File: config.mk
export PLATFORM = sky130hd
export DESIGN_NAME = muldiv
export DESIGN_NICKNAME = d
export VERILOG_FILES = /design/src/rtl/muldiv.sv
export SDC_FILE = /design/constraint.sdc
export NUM_CORES = 1
export LEC_CHECK = 0
export CORE_MARGIN = 5
export CORE_UTILIZATION = 25
export CTS_CLUSTER_DIAMETER = 150
export DETAILED_ROUTE_END_ITERATION = 10
export GPL_TIMING_DRIVEN = 0
export SYNTH_ARGS = -nofsm -noshare
export SYNTH_HDL_FRONTEND = slang
export SYNTH_SLANG_ARGS = --single-unit
File: constraint.sdc
create_clock -name clk -period 9.2 [get_ports clk]
set_input_delay 1.84 -clock clk [delete_from_list [all_inputs] [get_ports clk]]
set_output_delay 1.84 -clock clk [all_outputs]
set_load 0.03 [all_outputs]
File: src/rtl/muldiv.sv
// muldiv: iterative 32x32 multiply/divide unit for the execute stage.
//   MULT/MULTU : radix-2 shift-add, 32 iterations, full 64-bit product.
//   DIV/DIVU   : radix-2 restoring division, 32 iterations.
// Both iterate on operand magnitudes. The sign fix-up is applied as the
// result is written into hi/lo on the edge that enters DONE.
// Build option: define MULDIV_FAST_MUL_EN to let multiplies complete in a
// single cycle through a combinational multiplier (IDLE -> DONE directly).
// Divide timing is the same in both builds.
//
// state | meaning
// IDLE  | waiting for start; operands captured on acceptance
// RUN   | one radix-2 iteration per cycle, counter 0..31
// DONE  | hi/lo hold the new result, done pulses, busy released
module muldiv #(
  parameter logic [31:0] ZERO_DIV_QUOT = 32'hFFFF_FFFF
) (
  input  logic        clk,
  input  logic        reset,
  input  logic        start,
  input  logic [1:0]  op,
  input  logic [31:0] a,
  input  logic [31:0] b,
  input  logic        flush,
  output logic        busy,
  output logic        done,
  output logic [31:0] hi,
  output logic [31:0] lo
);

  typedef enum logic [1:0] {
    IDLE = 2'd0,
    RUN  = 2'd1,
    DONE = 2'd2
  } state_t;

  state_t      state_q, state_d;
  logic [4:0]  cnt_q, cnt_d;
  logic        is_div_q, is_div_d;
  // Low half: multiplier / dividend magnitude, shifted out one bit per cycle.
  // High half: partial product / partial remainder.
  logic [63:0] acc_q, acc_d;
  // Multiplicand or divisor magnitude.
  logic [31:0] opb_q, opb_d;
  // Raw dividend, returned in hi on divide-by-zero.
  logic [31:0] dvd_q, dvd_d;
  logic        bzero_q, bzero_d;
  // Negate product / quotient at the end.
  logic        qneg_q, qneg_d;
  // Negate remainder at the end (dividend was negative).
  logic        rneg_q, rneg_d;
  logic [31:0] hi_q, hi_d;
  logic [31:0] lo_q, lo_d;

  // Operand conditioning for the incoming instruction.
  logic        op_signed;
  logic        a_neg, b_neg;
  logic [31:0] a_mag, b_mag;

  assign op_signed = ~op[0];
  assign a_neg     = op_signed & a[31];
  assign b_neg     = op_signed & b[31];
  // 32'h8000_0000 negates to itself, which is the correct unsigned magnitude.
  assign a_mag     = a_neg ? (32'd0 - a) : a;
  assign b_mag     = b_neg ? (32'd0 - b) : b;

  // One iteration of each algorithm, computed from the current accumulator.
  logic [32:0] mul_sum;
  logic [63:0] mul_next;
  logic [32:0] div_sh;
  logic        div_ok;
  logic [31:0] div_rem;
  logic [63:0] div_next;
  logic [63:0] iter_next;

  // Datapath for a single shift-add or restoring-subtract step.
  always_comb begin
    mul_sum  = {1'b0, acc_q[63:32]} + (acc_q[0] ? {1'b0, opb_q} : 33'd0);
    mul_next = {mul_sum, acc_q[31:1]};

    // Shift the next dividend bit into the partial remainder.
    div_sh   = {acc_q[63:32], acc_q[31]};
    div_ok   = (div_sh >= {1'b0, opb_q});
    // When div_ok the difference is below the divisor, so 32 bits suffice.
    div_rem  = div_ok ? (div_sh[31:0] - opb_q) : div_sh[31:0];
    div_next = {div_rem, acc_q[30:0], div_ok};

    iter_next = is_div_q ? div_next : mul_next;
  end

  // Sign fix-up and divide-by-zero override applied to the final iteration.
  logic [63:0] prod_fix;
  logic [31:0] quo_fix;
  logic [31:0] rem_fix;
  logic [31:0] res_hi;
  logic [31:0] res_lo;

  // Result formation for the write into hi/lo on entry to DONE.
  always_comb begin
    prod_fix = qneg_q ? (64'd0 - iter_next) : iter_next;
    quo_fix  = qneg_q ? (32'd0 - iter_next[31:0]) : iter_next[31:0];
    rem_fix  = rneg_q ? (32'd0 - iter_next[63:32]) : iter_next[63:32];
    res_hi   = prod_fix[63:32];
    res_lo   = prod_fix[31:0];
    if (is_div_q) begin
      if (bzero_q) begin
        res_hi = dvd_q;
        res_lo = ZERO_DIV_QUOT;
      end else begin
        res_hi = rem_fix;
        res_lo = quo_fix;
      end
    end
  end

`ifdef MULDIV_FAST_MUL_EN
  // Single-cycle multiplier: sign- or zero-extend to 64 bits; the low
  // 64 bits of the product are exact for both signed and unsigned forms.
  logic [63:0] fast_a;
  logic [63:0] fast_b;
  logic [63:0] fast_p;

  assign fast_a = {{32{op_signed & a[31]}}, a};
  assign fast_b = {{32{op_signed & b[31]}}, b};
  assign fast_p = fast_a * fast_b;
`endif

  // Next-state and datapath control.
  always_comb begin
    state_d  = state_q;
    cnt_d    = cnt_q;
    is_div_d = is_div_q;
    acc_d    = acc_q;
    opb_d    = opb_q;
    dvd_d    = dvd_q;
    bzero_d  = bzero_q;
    qneg_d   = qneg_q;
    rneg_d   = rneg_q;
    hi_d     = hi_q;
    lo_d     = lo_q;

    case (state_q)
      IDLE: begin
        if (start && !flush) begin
          is_div_d = op[1];
          acc_d    = {32'd0, a_mag};
          opb_d    = b_mag;
          dvd_d    = a;
          bzero_d  = (b == 32'd0);
          qneg_d   = a_neg ^ b_neg;
          rneg_d   = a_neg;
          cnt_d    = 5'd0;
          state_d  = RUN;
`ifdef MULDIV_FAST_MUL_EN
          if (!op[1]) begin
            hi_d    = fast_p[63:32];
            lo_d    = fast_p[31:0];
            state_d = DONE;
          end
`endif
        end
      end

      RUN: begin
        if (flush) begin
          cnt_d   = 5'd0;
          state_d = IDLE;
        end else begin
          acc_d = iter_next;
          cnt_d = cnt_q + 5'd1;
          if (cnt_q == 5'd31) begin
            hi_d    = res_hi;
            lo_d    = res_lo;
            cnt_d   = 5'd0;
            state_d = DONE;
          end
        end
      end

      DONE: begin
        // start is ignored here; the stalled instruction advances this cycle.
        state_d = IDLE;
      end

      default: begin
        cnt_d   = 5'd0;
        state_d = IDLE;
      end
    endcase
  end

  // State, operand and result registers.
  always_ff @(posedge clk or posedge reset) begin
    if (reset) begin
      state_q  <= IDLE;
      cnt_q    <= 5'd0;
      is_div_q <= 1'b0;
      acc_q    <= 64'd0;
      opb_q    <= 32'd0;
      dvd_q    <= 32'd0;
      bzero_q  <= 1'b0;
      qneg_q   <= 1'b0;
      rneg_q   <= 1'b0;
      hi_q     <= 32'd0;
      lo_q     <= 32'd0;
    end else begin
      state_q  <= state_d;
      cnt_q    <= cnt_d;
      is_div_q <= is_div_d;
      acc_q    <= acc_d;
      opb_q    <= opb_d;
      dvd_q    <= dvd_d;
      bzero_q  <= bzero_d;
      qneg_q   <= qneg_d;
      rneg_q   <= rneg_d;
      hi_q     <= hi_d;
      lo_q     <= lo_d;
    end
  end

  // busy is gated by reset so it drops immediately, even with start high.
  assign busy = ~reset & (((state_q == IDLE) & start & ~flush) | (state_q == RUN));
  assign done = (state_q == DONE);
  assign hi   = hi_q;
  assign lo   = lo_q;

endmodule

Yosys cells after proc, flatten, opt, wreduce, memory -nomap -nowiden --
Index checks and enable logic that the tools add are counted.
Operators by class: $add $sub $neg 8, order comparisons 1, eq/ne operators 6, multiplexer cells 23, bitwise operators 11, reduce and logical (&&, ||, !) cells 10
Operator list (number):
- two-way mux 32 bit | 10
- two-way mux 64 bit | 4
- one-hot mux 64 bit (2 select lines) | 1
- subtractor 1 x 32 -> 32 bit, first input constant | 4
- subtractor 1 x 64 -> 64 bit, first input constant | 1
- adder 32 x 32 -> 33 bit | 1
- greater-or-equal comparator 33 x 32 -> 1 bit | 1
- logical NOT 32 bit | 1
- subtractor 32 bit | 1
- two-way mux 5 bit | 3
- one-hot mux 5 bit (3 select lines) | 1
- two-way mux 2 bit | 3
- AND reduction 2 bit | 3
- AND reduction 3 bit | 2
- adder 5 x 1 -> 5 bit, second input constant | 1
- AND 1 bit | 5
- equality test 5 bit, second input constant | 1
- inequality test 2 bit, second input constant | 2
- NOT 1 bit | 4
- one-hot mux 2 bit (2 select lines) | 1
- inequality test 3 bit, second input constant | 1
- equality test 2 x 1 -> 1 bit, second input constant | 1
- equality test 2 bit, second input constant | 1
- logical NOT 2 bit | 1
- other kinds (5) | 5
Word-level totals: flip-flop bits (word level) 203, input port bits 70, output and inout bits 66, logic and storage cells 70

Depth between registers and ports, before layout --
word-level depth 7, depth in mapped cells 25, mapped depth without buffers 21

Worst setup path before layout --
Ideal clock, no wire load.
path type register to register, start reg acc_q[45], end reg hi_q[22] (netlist: hi[22]), library setup time 127 ps, arrival time 5160 ps, required time 9073 ps, slack 3913 ps, stages on the path, launching flop included 25, buffers on the path 4, clock period less this slack 5287 ps, cells stage by stage dfrtp_1 -> ha_1 -> buf_2 -> a21oi_1 -> o21ai_0 -> a211oi_4 -> a2111o_1 -> nand2_2 -> buf_1 -> clkbuf_1 -> mux2i_1 -> mux2i_1 -> inv_1 -> ha_1 -> nand3_1 -> a211o_1 -> o211ai_1 -> nand2_1 -> or4_1 -> clkbuf_1 -> o41ai_2 -> xnor2_1 -> nor2_1 -> a21oi_1 -> o21ai_1
Between the ends: longest elaborated chain between the ends 7, elaborated cells on any way between the ends 11, those cells by class add/sub (4); order compare (1); mux (6)
RTL lines:
- from (decl) | RTL line 41 | logic [63:0] acc_q, acc_d;
- from (signal assigned) | RTL line 197 | acc_q <= 64'd0;
- from (signal assigned) | RTL line 209 | acc_q <= acc_d;
- subtractor 32 bit / greater-or-equal comparator 33 x 32 -> 1 bit (equally long branches) | RTL line 84, 82
- two-way mux 32 bit | RTL line 84 | div_rem = div_ok ? (div_sh[31:0] - opb_q) : div_sh[31:0];
- two-way mux 64 bit (*) | RTL line 87 | iter_next = is_div_q ? div_next : mul_next;
- subtractor 1 x 32 -> 32 bit | RTL line 101 | rem_fix = rneg_q ? (32'd0 - iter_next[63:32]) : iter_next[63:32];
- two-way mux 32 bit | RTL line 101
- two-way mux 32 bit | RTL line 105 | if (bzero_q) begin
- two-way mux 32 bit (*) | RTL line 104 | if (is_div_q) begin
- to (signal assigned) | RTL line 215 | hi_q <= hi_d;
- to (decl) | RTL line 51 | logic [31:0] hi_q, hi_d;
Every way passes the cells marked *; elsewhere a longest branch is shown, timed or not. A chain may end at the register's enable or synchronous reset.

Worst setup path after layout --
start reg is_div_q, end reg hi_q[26] (netlist: hi[26])
Between the ends: longest elaborated chain between the ends 5, elaborated cells on any way between the ends 7, those cells by class add/sub (2); mux (5)
RTL lines:
- from (decl) | RTL line 38 | logic is_div_q, is_div_d;
- from (signal assigned) | RTL line 208 | is_div_q <= is_div_d;
- two-way mux 64 bit | RTL line 87
- subtractor 1 x 32 -> 32 bit | RTL line 101
- two-way mux 32 bit | RTL line 101
- two-way mux 32 bit | RTL line 105
- two-way mux 32 bit (*) | RTL line 104
Marked as above.

==> summary.txt <==
Outcome
  – Outcome: complete, no violations

Layout
  – Final Util: 0.303
  – Final #Nets: 2524
  – Sequential cell area: 5080 um^2
  – Syn-to-layout area delta: 19.8%
  – Share of cells above drive strength 1: 0.0479
  – # fillers: 7311
  – Multi-input gate area: ~11000 um^2
  – Non-filler cells, final: ~3300
  – Most common cell after layout, fill and taps aside: nand2_1
  – Most frequent cells in the layout: nand2_1, o21ai_0, dfrtp_1, a21oi_1, nor2_1

Clock tree
  – Cts bufs inserted: 25
  – CTS tree: built
  – Clk buf depth: 3
  – Clock Tree Root: clkbuf_16
  – Hold Buf Count CTS: 0
  – PostCTS Resize Cnt: 0
  – Clk_lat worst skew: between 0.5 and 0.6 ns
  – Post-CTS setup buffers: 0
  – CTS Sinks: between 200 and 250
  – Clk slew on worst S/H paths: roughly 0.06 ns
  – Max H-tree Level: 1

Setup path
  – Cell family with most CP delay: buffers and inverters
  – WP data arrival: approximately 9.2 ns
  – Buf/Inv on CP: 9
  – Critical path's slowest cell: clkbuf_1
  – Crit path max fanout: 10
  – Worst-path cell chain: clkbuf_1 -> buf_2 -> clkbuf_1 -> buf_2 -> clkbuf_1 -> clkbuf_1 -> clkbuf_1 -> buf_1 -> mux2i_1 -> inv_1 -> ha_1 -> nand3_1 -> a211o_1 -> o211ai_1 -> o311a_1 -> nand4_1 -> or4_1 -> o21ai_0 -> xnor2_1 -> o21ai_0 -> o22a_1
  – Critical path's largest stage delay: roughly 0.99 ns
  – Worst path most repeated cell: clkbuf_1
  – Crit end category: flip-flop
  – Critical Path RT: about 9.7 ns
  – WS Path Type: reg -> reg
  – Startpoint types: flip-flop

Synthesis
  – Post-Syn Nets: 2360
  – Mapped cell area: ~17000 um^2
  – Post-Synthesis Cells: between 2000 and 2500
  – Mean post-synth cell area: roughly 7.7 um^2
  – Seq/Total Area, Yosys: 0.299
  – Dominant synthesized flop cell: dfrtp_1
  – Number of synthesized flops with an enable pin: 0
  – Synth warn: 0
  – Synth cell types: between 80 and 90
  – Fraction of registers with async set/reset: 1.00
  – Number of synthesized register bits: 203

Route
  – DRC violations left: 0
  – Initial drt markers: between 2000 and 2500
  – Wire per inst: between 20 and 25 um
  – Vias per inst: approximately 5.4
  – Post-route ant nets: 0
  – Drt first pass iters: 6
  – Routed via count: ~18000
  – DRT Wirelength: about 70000 um

Place
  – Placed Cells: ~3200
  – Port Buffers: 135
  – Detailed placement HPWL: about 54000 um
  – Placer Congestion: approximately 0.98

Global routing
  – Initial antenna violation count: 1
  – Vias in the first global route: between 15000 and 20000
  – Pin count of the biggest net entering global routing: ~120
  – Total track usage: 0.181
  – Total gr overflow: 0
  – First-pass GRT wire length: ~110000 um

Flow run
  – Max-cap violations: 0

Floorplanning
  – CORE AREA: slightly below 70000 um^2
  – Num ports: between 100 and 150
  – Row count: 95
  – Die width: approximately 270 um
  – Initial Util: 0.253
  – DIE AREA: between 70000 and 80000 um^2
  – Floorplan die height: 271 um

Timing
  – Clock skew: approximately 0.021 ns
  – Max Freq: 115 MHz
  – Slew Viols, Final: 0
  – RSZ-0062 raised after global routing: false
  – Hold Vio Cnt, Final: 0
  – Worst Max-Slew Pin Slew: 1.29 ns
  – Setup Viol. Count Final: 0
  – Tcrit/Tclk final: 0.945
  – Relative slew slack: 0.120
  – Fin crit period: between 8 and 9 ns

Pwr
  – Leak pwr: roughly 8.5 nW
  – P per Cell Area: approximately 310 nW/um^2
  – Maximum VDD drop: 0.173 mV

Hold path
  – Worst hold path class: reg -> reg
==> synth_stat cells (11+ instances only) <==
cell      instances  area share
nor2_1          153       0.034
inv_1            72       0.016
dfrtp_1         203        0.30
a21oi_1         190       0.056
xor2_1           69       0.036
xnor2_1          93       0.048
nand4_1          28       0.010
o21ai_1          11      0.0032
mux2_2           14      0.0093
nand2_1         340       0.075
mux2i_1          40       0.024
a22o_1           20       0.010
nor4_1           16      0.0059
a31oi_1          17      0.0063
and3_1           22      0.0081
o31ai_1          31       0.014
or3_1            32       0.012
o211ai_1         26       0.011
nand3_1          45       0.013
buf_2            19      0.0056
a21o_1           28       0.012
o21a_1           19      0.0084
or2_2            11      0.0040
or4_1            14      0.0062
ha_1             70       0.052
clkbuf_1         91       0.020
buf_1            14      0.0031
nand2b_1         21      0.0077
nor3_1           51       0.015
and2_1           42       0.015
o21ai_0         252       0.074
==> path summary, 6_finish.rpt <==
kind / end / slack (ns) / from / cells after the start
worst min-delay path: dvd_q[29]$_DFFE_PP0P_ / 0.48 / dvd_q[29]$_DFFE_PP0P_ / 2
worst max-delay path: hi[26]$_DFFE_PP0P_ / 0.50 / is_div_q$_DFFE_PP0P_ / 21
max in group asynchronous: acc_q[45]$_DFFE_PP0P_ / 6.33 / reset / 3
min in group asynchronous: lo[22]$_DFFE_PP0P_ / 1.78 / reset / 2
worst max register to register: hi[26]$_DFFE_PP0P_ / 0.50 / is_div_q$_DFFE_PP0P_ / 21
worst min register to register: dvd_q[29]$_DFFE_PP0P_ / 0.48 / dvd_q[29]$_DFFE_PP0P_ / 2
==> state kept, by name, indices dropped and copies added, names as in the netlist <==
signal    flops
acc_q        64
dvd_q        32
hi           32
lo           32
opb_q        32
cnt_q         5
state_q       2
bzero_q       1
is_div_q      1
qneg_q        1
rneg_q        1
==> power breakdown <==
part           leakage [nW]  switching (mW)  internal [mW]
Combinational          5.39            2.57           1.41
Clock                 0.426           0.429          0.636
Sequential             2.65           0.239           1.06
==> logic make-up (layout without fill, tap and decap cells) <==
kind of cell               after synthesis  in the layout  share of synthesized area
adders and majority gates               72             72                     0.0539
DFF                                    203            203                      0.299
other                                    0              1                          0
buffers and inverters                  204            386                     0.0478
muxes                                   54             54                     0.0328
and+or+nand+nor                        798            798                      0.218
xor gates and xnor gates               162            162                     0.0835
AOI/OAI and AO/OA                      725            725                      0.266
==> final cells by class <==
cell class | count | area share
Antenna cell | 1 | 0.000123
Buffer | 130 | 0.0263
Clock buffer | 36 | 0.0357
Clock inverter | 9 | 0.00713
Inverter | 74 | 0.0140
Multi-Input combinational cell | 1811 | 0.546
Sequential cell | 203 | 0.250
Tap cell | 873 | 0.0537
Timing Repair Buffer | 137 | 0.0680
==> per-stage QoR <==
| step | power [mW] | instance area, um^2 | worst slack, ns | hold WS (ns) | TNS, ns |
|---|---|---|---|---|---|
| CTS | 6.26 | 20400 | 0.841 | 0.478 | 0 |
| global placement | 5.14 | 19400 | -1.34 | 0.458 | -265.28 |
| finish | 6.34 | 20400 | 0.503 | 0.477 | 0 |
| floorplan | 4.00 | 17000 | 1.82 | 0.437 | 0 |
| global route | 6.75 | 20400 | 0.417 | 0.493 | 0 |
| detailed placement | 5.16 | 19500 | 0.870 | 0.458 | 0 |
==> worst min-delay path, stage by stage, from the launching register on <==
cell and delay [ns]:
dfrtp_1 0.34, nand2_1 0.05, nand2_1 0.05
==> layer usage <==
layer | up-vias | GRT usage | wire, um
li1 | 8298 | - | -
met1 | 8605 | 0.238 | 29300
met2 | 746 | 0.292 | 31500
met3 | 148 | 0.0282 | 5030
met4 | 0 | 0.0864 | 3860
met5 | - | 0 | 0
Note: power is estimated with default switching activity, not from simulation.
